$ cat src/rtl/tr_step_arbiter_if.sv
// Tuner stepper-driver bus shared by the manual block, the auto tuning loop
// and the step arbiter.
//
// Request semantics (there is no ready): man_en and auto_req are level
// requests sampled only while the arbiter is idle. A request is accepted when
// grant goes non-zero. An automatic request is retired by a one-cycle
// auto_done pulse, qualified by auto_abort. The requester drops auto_req
// after acceptance and re-asserts it to retry after an abort.
//
// master : request side (man_*, auto_*, half_period, limit out; driver/status in)
// slave  : arbiter side (inverse directions)
interface tr_step_arbiter_if #(
    parameter int WIDTH    = 32,
    parameter int PERIOD_W = 16
);
    logic                man_en;
    logic                man_dir;
    logic                auto_req;
    logic                auto_dir;
    logic [WIDTH-1:0]    auto_steps;
    logic [PERIOD_W-1:0] half_period;
    logic                limit;
    logic                step;
    logic                dir;
    logic                drv_en;
    logic [WIDTH-1:0]    count_N;
    logic [1:0]          grant;
    logic                busy;
    logic                auto_done;
    logic                auto_abort;
    logic                limit_hit;

    modport master (
        output man_en, man_dir, auto_req, auto_dir, auto_steps, half_period, limit,
        input  step, dir, drv_en, count_N, grant, busy, auto_done, auto_abort, limit_hit
    );

    modport slave (
        input  man_en, man_dir, auto_req, auto_dir, auto_steps, half_period, limit,
        output step, dir, drv_en, count_N, grant, busy, auto_done, auto_abort, limit_hit
    );
endinterface

$ cat src/rtl/tr_step_arbiter.sv
// Stepper-motor driver arbiter: shares step/dir/drv_en between the manual
// enable and the automatic tuning loop (manual has priority), generates the
// step pulse train and counts rising step edges in count_N.
//
// Ports:
//   clk, rst   : clock, synchronous active-high reset
//   bus        : tr_step_arbiter_if.slave (requests in, driver/status out)
//   state_dbg  : current FSM state (IDLE=0, SETUP=1, RUN=2, FINISH=3)
module tr_step_arbiter #(
    parameter int WIDTH     = 32,
    parameter int PERIOD_W  = 16,
    parameter int DIR_SETUP = 4
) (
    input  logic             clk,
    input  logic             rst,
    tr_step_arbiter_if.slave bus,
    output logic [1:0]       state_dbg
);
    typedef enum logic [1:0] {S_IDLE, S_SETUP, S_RUN, S_FINISH} state_t;

    localparam int SC_W = $clog2(DIR_SETUP + 1);
    localparam logic [SC_W-1:0]     SC_LAST = SC_W'(DIR_SETUP - 1);
    localparam logic [SC_W-1:0]     SC_ONE  = SC_W'(1);
    localparam logic [PERIOD_W-1:0] P_ONE   = PERIOD_W'(1);
    localparam logic [WIDTH-1:0]    W_ONE   = WIDTH'(1);

    state_t              state_q, state_n;
    logic                step_q, step_n;
    logic                dir_q, dir_n;
    logic                drv_en_q, drv_en_n;
    logic [WIDTH-1:0]    count_q, count_n;
    logic [WIDTH-1:0]    steps_q, steps_n;
    logic [1:0]          grant_q, grant_n;
    logic                done_q, done_n;
    logic                abort_q, abort_n;
    logic                lim_q, lim_n;
    logic                pre_q, pre_n;      // auto grant was preempted
    logic [PERIOD_W-1:0] hp_q, hp_n;
    logic [PERIOD_W-1:0] phase_q, phase_n;
    logic [SC_W-1:0]     sc_q, sc_n;
    logic                phase_tc;

    assign phase_tc = (phase_q == hp_q - P_ONE);

    always_comb begin
        state_n  = state_q;
        step_n   = step_q;
        dir_n    = dir_q;
        drv_en_n = drv_en_q;
        count_n  = count_q;
        steps_n  = steps_q;
        grant_n  = grant_q;
        done_n   = 1'b0;
        abort_n  = 1'b0;
        lim_n    = 1'b0;
        pre_n    = pre_q;
        hp_n     = hp_q;
        phase_n  = phase_q;
        sc_n     = sc_q;

        case (state_q)
            S_IDLE: begin
                if (!bus.limit) begin
                    if (bus.man_en || (bus.auto_req && (bus.auto_steps != '0))) begin
                        state_n  = S_SETUP;
                        grant_n  = bus.man_en ? 2'b01 : 2'b10;
                        dir_n    = bus.man_en ? bus.man_dir : bus.auto_dir;
                        steps_n  = bus.auto_steps;
                        hp_n     = (bus.half_period == '0) ? P_ONE : bus.half_period;
                        drv_en_n = 1'b1;
                        count_n  = '0;
                        sc_n     = '0;
                        phase_n  = '0;
                        step_n   = 1'b0;
                        pre_n    = 1'b0;
                    end else if (bus.auto_req) begin
                        // zero-length move completes immediately
                        done_n = 1'b1;
                    end
                end
            end
            S_SETUP: begin
                if (sc_q == SC_LAST) begin
                    state_n = S_RUN;
                    phase_n = '0;
                end else begin
                    sc_n = sc_q + SC_ONE;
                end
            end
            S_RUN: begin
                if (phase_tc) begin
                    phase_n = '0;
                    step_n  = !step_q;
                    if (!step_q) count_n = count_q + W_ONE;
                end else begin
                    phase_n = phase_q + P_ONE;
                end
                if (grant_q[0]) begin
                    if (!bus.man_en) state_n = S_FINISH;
                end else if (phase_tc && !step_q && (count_q + W_ONE == steps_q)) begin
                    state_n = S_FINISH;
                end else if (phase_tc && step_q && bus.man_en) begin
                    // preempt only on a falling boundary so no pulse is cut
                    state_n = S_FINISH;
                    pre_n   = 1'b1;
                end
            end
            S_FINISH: begin
                if (step_q) begin
                    if (phase_tc) begin
                        step_n  = 1'b0;
                        phase_n = '0;
                    end else begin
                        phase_n = phase_q + P_ONE;
                    end
                end else begin
                    state_n  = S_IDLE;
                    grant_n  = 2'b00;
                    drv_en_n = 1'b0;
                    if (grant_q[1]) begin
                        done_n  = 1'b1;
                        abort_n = pre_q;
                    end
                end
            end
            default: state_n = S_IDLE;
        endcase

        // endstop overrides everything in an active grant; count_N freezes
        if ((state_q != S_IDLE) && bus.limit) begin
            state_n  = S_IDLE;
            step_n   = 1'b0;
            grant_n  = 2'b00;
            drv_en_n = 1'b0;
            count_n  = count_q;
            lim_n    = 1'b1;
            done_n   = grant_q[1];
            abort_n  = grant_q[1];
        end
    end

    always_ff @(posedge clk) begin
        if (rst) begin
            state_q  <= S_IDLE;
            step_q   <= 1'b0;
            dir_q    <= 1'b0;
            drv_en_q <= 1'b0;
            count_q  <= '0;
            steps_q  <= '0;
            grant_q  <= 2'b00;
            done_q   <= 1'b0;
            abort_q  <= 1'b0;
            lim_q    <= 1'b0;
            pre_q    <= 1'b0;
            hp_q     <= P_ONE;
            phase_q  <= '0;
            sc_q     <= '0;
        end else begin
            state_q  <= state_n;
            step_q   <= step_n;
            dir_q    <= dir_n;
            drv_en_q <= drv_en_n;
            count_q  <= count_n;
            steps_q  <= steps_n;
            grant_q  <= grant_n;
            done_q   <= done_n;
            abort_q  <= abort_n;
            lim_q    <= lim_n;
            pre_q    <= pre_n;
            hp_q     <= hp_n;
            phase_q  <= phase_n;
            sc_q     <= sc_n;
        end
    end

    assign bus.step       = step_q;
    assign bus.dir        = dir_q;
    assign bus.drv_en     = drv_en_q;
    assign bus.count_N    = count_q;
    assign bus.grant      = grant_q;
    assign bus.busy       = (state_q != S_IDLE);
    assign bus.auto_done  = done_q;
    assign bus.auto_abort = abort_q;
    assign bus.limit_hit  = lim_q;
    assign state_dbg      = state_q;
endmodule

$ cat src/flat_wrapper.sv
// flat-port wrapper written by rule: the top's interface ports become plain ports
module tr_step_arbiter_flat 
#(
    parameter int WIDTH     = 32,
    parameter int PERIOD_W  = 16,
    parameter int DIR_SETUP = 4
)
  (clk, rst, state_dbg, bus_man_en, bus_man_dir, bus_auto_req, bus_auto_dir, bus_auto_steps, bus_half_period, bus_limit, bus_step, bus_dir, bus_drv_en, bus_count_N, bus_grant, bus_busy, bus_auto_done, bus_auto_abort, bus_limit_hit);
  tr_step_arbiter_if #(.WIDTH(WIDTH), .PERIOD_W(PERIOD_W)) bus_i ();
  input  logic clk;
  input  logic rst;
  output logic [1:0] state_dbg;
  input wire logic [$bits(bus_i.man_en)-1:0] bus_man_en;
  input wire logic [$bits(bus_i.man_dir)-1:0] bus_man_dir;
  input wire logic [$bits(bus_i.auto_req)-1:0] bus_auto_req;
  input wire logic [$bits(bus_i.auto_dir)-1:0] bus_auto_dir;
  input wire logic [$bits(bus_i.auto_steps)-1:0] bus_auto_steps;
  input wire logic [$bits(bus_i.half_period)-1:0] bus_half_period;
  input wire logic [$bits(bus_i.limit)-1:0] bus_limit;
  output wire logic [$bits(bus_i.step)-1:0] bus_step;
  output wire logic [$bits(bus_i.dir)-1:0] bus_dir;
  output wire logic [$bits(bus_i.drv_en)-1:0] bus_drv_en;
  output wire logic [$bits(bus_i.count_N)-1:0] bus_count_N;
  output wire logic [$bits(bus_i.grant)-1:0] bus_grant;
  output wire logic [$bits(bus_i.busy)-1:0] bus_busy;
  output wire logic [$bits(bus_i.auto_done)-1:0] bus_auto_done;
  output wire logic [$bits(bus_i.auto_abort)-1:0] bus_auto_abort;
  output wire logic [$bits(bus_i.limit_hit)-1:0] bus_limit_hit;
  assign bus_i.man_en = bus_man_en;
  assign bus_i.man_dir = bus_man_dir;
  assign bus_i.auto_req = bus_auto_req;
  assign bus_i.auto_dir = bus_auto_dir;
  assign bus_i.auto_steps = bus_auto_steps;
  assign bus_i.half_period = bus_half_period;
  assign bus_i.limit = bus_limit;
  assign bus_step = bus_i.step;
  assign bus_dir = bus_i.dir;
  assign bus_drv_en = bus_i.drv_en;
  assign bus_count_N = bus_i.count_N;
  assign bus_grant = bus_i.grant;
  assign bus_busy = bus_i.busy;
  assign bus_auto_done = bus_i.auto_done;
  assign bus_auto_abort = bus_i.auto_abort;
  assign bus_limit_hit = bus_i.limit_hit;
  tr_step_arbiter #(.WIDTH(WIDTH), .PERIOD_W(PERIOD_W), .DIR_SETUP(DIR_SETUP)) u_core (.clk(clk), .rst(rst), .bus(bus_i), .state_dbg(state_dbg));
endmodule
$ cat config.mk
export PLATFORM = sky130hd
export DESIGN_NAME = tr_step_arbiter_flat
export DESIGN_NICKNAME = d
export VERILOG_FILES = /design/src/rtl/tr_step_arbiter_if.sv /design/src/rtl/tr_step_arbiter.sv /design/src/flat_wrapper.sv
export SDC_FILE = /design/constraint.sdc
export NUM_CORES = 1
export LEC_CHECK = 0
export ABC_AREA = 1
export CAP_MARGIN = 25
export CORE_UTILIZATION = 60
export CTS_CLUSTER_SIZE = 30
export DETAILED_ROUTE_END_ITERATION = 7
export PLACE_DENSITY_LB_ADDON = 0.15
export REMOVE_ABC_BUFFERS = 1
export SETUP_SLACK_MARGIN = 0.5
export SLEW_MARGIN = 15
export SYNTH_ARGS = -nofsm -noshare
export SYNTH_HDL_FRONTEND = slang
export SYNTH_SLANG_ARGS = --single-unit
$ cat constraint.sdc
create_clock -name clk -period 7.1 [get_ports clk]
set_input_delay 0.71 -clock clk [delete_from_list [all_inputs] [get_ports clk]]
set_output_delay 0.71 -clock clk [all_outputs]
set_load 0.02 [all_outputs]
Yosys cells after proc, flatten, opt, wreduce, memory -nomap -nowiden. Cells that the tools add are included.

Add/subtract/negate cells: 4. Equality and inequality tests: 19. Muxes and demuxes: 56. Bitwise logic cells: 2. Reductions and logical operators: 25.

Operator list (number): two-way mux 32 bit (4); two-way mux 16 bit (6); one-hot mux 16 bit (4 select lines) (1); one-hot mux 32 bit (2 select lines) (1); adder 32 x 1 -> 32 bit (second input constant) (1); equality test 32 bit (1); nonzero test 32 bit (1); two-way mux 1 bit (23); two-way mux 2 bit (11); AND reduction 6 bit (3); adder 16 x 1 -> 16 bit (second input constant) (1); equality test 16 bit (1); logical NOT 16 bit (1); AND reduction 4 bit (4); subtractor 16 x 1 -> 16 bit (second input constant) (1); inequality test 2 bit (second input constant) (6); inequality test 2 x 1 -> 1 bit (second input constant) (5); two-way mux 3 bit (3); one-hot mux 2 bit (4 select lines) (1); nonzero test 2 bit (4); logical AND 1 bit (6); one-hot mux 1 bit (2 select lines) (3); one-hot mux 3 bit (2 select lines) (1); equality test 2 bit (second input constant) (2); other kinds (14) (15).

Register bits after elaboration: 110. Input bits: 55. Output and inout bits: 43.

Depth between registers and ports, before layout.
Depth in word-level cells: 8. Mapped depth: 19. Depth with buffers taken out: 19.

Least setup slack after synthesis. OpenSTA, ideal clock, no wires.

Path type: reg-to-reg. From: register u_core.hp_q[0]. To: register u_core.count_q[26] (netlist: u_core.bus.count_N[26]). Library setup time: 0.134 ns. Data arrival time: 2.264 ns. Required time: 6.966 ns. Path slack: 4.702 ns. Cell stages (with the launch flop): 19. Clock period less this slack: 2.398 ns. Cells stage by stage: dfxtp_1 inv_2 ha_1 nand2_1 inv_1 nor2_1 nand3_1 a21oi_1 nand3_1 nor2_1 nand2_1 nor2_2 nand3_2 nand2_2 nor3b_4 buf_6 o21ai_1 o21ai_2 nor2_2.

Word-level cells in the longest chain between the ends: 4.

RTL lines: from (decl) (RTL line tr_step_arbiter.sv:38) `logic [PERIOD_W-1:0] hp_q, hp_n;`; from (signal assigned) (RTL line tr_step_arbiter.sv:170) `hp_q <= hp_n;`; subtractor 16 x 1 -> 16 bit (RTL line tr_step_arbiter.sv:43) `assign phase_tc = (phase_q == hp_q - P_ONE);`; equality test 16 bit (RTL line tr_step_arbiter.sv:43); inequality test 2 x 1 -> 1 bit (no line); AND reduction 6 bit (no line); to (signal assigned) (RTL line tr_step_arbiter.sv:163) `count_q <= count_n;`; to (decl) (RTL line tr_step_arbiter.sv:31) `logic [WIDTH-1:0] count_q, count_n;`.

Every way passes these cells. A chain may end at the register's enable or synchronous reset.

Worst setup path after layout.
From: register u_core.count_q[0] (netlist: u_core.bus.count_N[0]). To: register u_core.state_q[0] (netlist: u_core.state_dbg[0]).

Word-level cells in the longest chain between the ends: 6.

RTL lines: adder 32 x 1 -> 32 bit (*) (RTL line tr_step_arbiter.sv:100) `end else if (phase_tc && !step_q && (count_q + W_ONE == steps_q)) begin`; equality test 32 bit (*) (RTL line tr_step_arbiter.sv:100); logical AND 1 bit (*) (RTL line tr_step_arbiter.sv:100); two-way mux 2 bit (RTL line tr_step_arbiter.sv:100); two-way mux 2 bit (RTL line tr_step_arbiter.sv:98) `if (grant_q[0]) begin`; one-hot mux 2 bit (4 select lines) (RTL line tr_step_arbiter.sv:61) `case (state_q)`; to (signal assigned) (RTL line tr_step_arbiter.sv:159) `state_q <= state_n;`; to (decl) (RTL line tr_step_arbiter.sv:27) `state_t state_q, state_n;`.

Every way passes the cells marked *; elsewhere a longest branch is shown, timed or not.

==> flow_summary_export.csv <==
group,metric,value,unit
synth,syn_inst,1114,
global_route,grt_pass1_wl,31300,um
timing,worst_pin_slew,0.931,ns
place,hpwl,14100,um
setup_path,cpPeakStageDelay,0.48,ns
timing,finalSetupViolCount,0,
synth,synthSimpleGateAreaFrac,0.400,
synth,synth_top_family_by_area,"simple AND/OR/NAND/NOR gates",
timing,fin_skew,0.00611,ns
detailed_routing,first_pass_iters,5,
setup_path,crit_path_start_kind,"flip-flop",
die,initial_core_util,0.616,
synth,synthDominantCellAreaShare,0.313,
cts,htree_levels,3,
cts,cts_resized,0,
power,peakVddDrop,256,uV
synth,synth_top_area_cell,"dfxtp_1",
setup_path,arrival,3.59,ns
synth,ys_async_sr_fraction,0,
synth,synth_area,7030,um2
detailed_routing,drc,0,
detailed_routing,viasPerCell,5.60,
setup_path,crit_slowest_cell,"dfxtp_1",
global_route,grt_max_degree,79,
timing,finalSetupTns,0,ns
cts,clkSinkCount,110,
die,die-area,12200,um2
setup_path,r2r-end,"u_core.state_dbg[0]",
setup_path,timing.rr.start,"u_core.bus.count_N[0]",
place,gp_congestion,0.923,
hold_path,hold_end,"u_core.pre_q",
setup_path,crit_chain,"ha_1 > nand2_1 > nor2_2 > nand2_1 > nor2_1 > nand2_1 > nand2_1 > nand3_1 > nand2_1 > nand3_1 > nor2_1 > nand2_1 > nor2_1 > nand3_1 > nand3_1 > nand3_1 > nand2_1 > nor2_1",
job,cap_violations,0,
synth,yosys-mux-area-fraction,0,
detailed_routing,antenna_left,0,
cts,cts_root_buffer,"clkbuf_16",
timing,hold_violations,0,
cts,post_cts_buffers,0,
layout,drive_gt1_frac,0.0783,
synth,ys.warnings.count,0,
cts,clk_path_buf_depth,2,
setup_path,crit_path_end_kind,"flip-flop",
outcome,outcome,"finished, final reports clean",
synth,synth-adder-area-share,0.0178,
timing,fmax,300,MHz
global_route,antenna_found_initial,0,
synth,synth_edf_count,0,
timing,rsz0062_at_grt,"false",
global_route,grt_pass1_vias,6704,
die,fp.dieW,110,um
die,coreArea,11400,um2
global_route,overflow,0,
synth,synth_area_leaders,"dfxtp_1 (31%), nand2_1 (16%), nor2_1 (8.3%), nand3_1 (6.7%), inv_1 (5.8%)",
timing,post-route-min-period,3.33,ns
die,fp.dieH,110,um
setup_path,ff2ff_setup_slack,3.77,ns
setup_path,crit_type,"reg -> reg",
hold_path,hold_class,"reg -> reg",
setup_path,path_max_fanout,7,
power,power_per_cell_area,332,nW/um2
detailed_routing,vias,7530,
power,leakage,3.36,nW
synth,synthTopCellsByCount,"nand2_1 (297), nor2_1 (156), dfxtp_1 (110), inv_1 (109), nand3_1 (94)",
synth,syn_area_per_cell,6.31,um2
synth,yosysMostFrequentCell,"nand2_1",
cts,clkTransAtPathRegs,0.07,ns
detailed_routing,wl_per_cell,14.3,um
cts,cts_hold_buffers,0,
cts,insertion_delay,0.36,ns
setup_path,r2r_cells,18,
layout,antennaDiodeCount,0,
detailed_routing,routed_wl,19300,um
synth,synth_xor_area_frac,0.0388,
timing,relSlewSlack,0.377,
setup_path,crit_top_cell,"nand2_1",
setup_path,worstPathRequired,7.35,ns
timing,whs,0.465,ns
synth,synth_cell_types,38,
die,rows,39,
layout,fill_cells,973,
hold_path,whs_path_depth,2,
timing,post-route-period-util,0.470,
cts,numCtsBuffers,9,
layout,areaGrowthSynthToFinish,19.0,%
timing,slew_viol_final,0,
place,portBuffers,97,
layout,fin_nets,1261,
hold_path,hp-start,"u_core.pre_q",
synth,ys.flop_type,"dfxtp_1",
setup_path,timing.critical_path.buf_inv,0,
setup_path,critical-path-top-delay-family,"simple AND/OR/NAND/NOR gates",
global_route,grt_util_all_layers,0.333,
die,io_pins,98,
synth,ys_ff_latch,110,
synth,synth_compound_area_frac,0.145,
synth,yosysSeqAreaShare,0.313,
cts,cts_tree,"yes",
detailed_routing,drt_iter0_drc,637,
[worst max-delay path by stage]
stage                          start                      to  slack (ns)  depth (start not counted)
3_5_place_dp       bus_auto_steps[3]  u_core.bus.count_N[31]        3.58                         11
2_1_floorplan    u_core.state_dbg[0]   u_core.bus.count_N[2]        3.44                          8
4_1_cts          u_core.state_dbg[0]   u_core.bus.count_N[8]        3.84                         10
6_report       u_core.bus.count_N[0]     u_core.state_dbg[0]        3.77                         18
3_3_place_gp       bus_auto_steps[3]       u_core.phase_q[7]        3.63                         10
5_1_grt        u_core.bus.count_N[0]     u_core.state_dbg[1]        3.49                         18
[where the power goes]
group | total, W | internal [W] | switching, W | leakage [nW]
Combinational | 0.00132 | 0.000510 | 0.000809 | 2.31
Sequential | 0.000937 | 0.000761 | 0.000176 | 0.904
Clock | 0.000524 | 0.000285 | 0.000239 | 0.149
[kinds of logic after synthesis]
kind of cell,count (synthesis)
and+or+nand+nor,640
AOI/OAI and AO/OA,179
DFF,110
xor gates and xnor gates,28
adders and majority gates,10
buffers and inverters,147
[layout by cell type, fill, tap and decap left out, types with 2 or more instances in the layout]
cell type        count
a211oi_1             8
a21oi_1             52
a21oi_2              2
buf_4                5
clkbuf_16            9
clkdlybuf4s50_1     96
clkinv_4             2
dfxtp_1            110
ha_1                10
inv_1              109
inv_2                7
nand2_1            297
nand2_2              4
nand3_1             93
nand3_2              3
nand3b_1            17
nand4_1             15
nor2_1             156
nor2_2              26
nor2_4               2
nor3_1               8
nor3b_1              2
nor4_1              10
o21ai_0             67
o21ai_1             22
o21ai_2             21
o22ai_1              2
or2_2                3
xnor2_1              9
xnor3_1              2
xor2_1              17
[area by class of cell]
type | instances | area, um2 | share of cell area
clock buffers | 10 | 239 | 0.0286
clock inverters | 6 | 68.8 | 0.00823
inverters | 116 | 435 | 0.0521
multi-input cells | 857 | 4240 | 0.506
flip-flops and latches | 110 | 2200 | 0.263
well taps | 143 | 179 | 0.0214
repair buffers | 102 | 1000 | 0.120
[state kept, by name, indices dropped and copies added, names as in the netlist]
register and flops:
u_core.bus.step 1, u_core.bus.auto_abort 1, u_core.state_dbg 2, u_core.steps_q 32, u_core.phase_q 16, u_core.bus.drv_en 1
u_core.bus.limit_hit 1, u_core.sc_q 3, u_core.bus.auto_done 1, u_core.bus.grant 2, u_core.bus.count_N 32, u_core.hp_q 16
u_core.bus.dir 1, u_core.pre_q 1
[through the flow]
step	area (um2)	setup WS, ns	power (W)	std cells	utilization
after global placement	8060	3.63	0.00220	1328	0.705
after floorplan	6870	3.44	0.00184	1083	-
final	8360	3.77	0.00278	1344	0.732
after global routing	8360	3.49	0.00299	1344	0.732
after CTS	8360	3.84	0.00277	1344	0.732
after detailed placement	8060	3.58	0.00224	1328	0.705
[layer usage]
layer / share of wire / global-route usage / wire, um
met5: 0 / 0 / 0
met4: 0.032 / 0.126 / 621
met3: 0.068 / 0.0576 / 1320
met2: 0.48 / 0.577 / 9200
met1: 0.42 / 0.412 / 8140
[worst register-to-register path: stages (launching register included)]
cell,delay [ns]
dfxtp_1,0.48
ha_1,0.25
nand2_1,0.12
nor2_2,0.37
nand2_1,0.13
nor2_1,0.39
nand2_1,0.14
nand2_1,0.11
nand3_1,0.07
nand2_1,0.13
nand3_1,0.10
nor2_1,0.15
nand2_1,0.08
nor2_1,0.19
nand3_1,0.13
nand3_1,0.18
nand3_1,0.10
nand2_1,0.07
nor2_1,0.05
No activity file was read; power rests on OpenSTA's default activity.
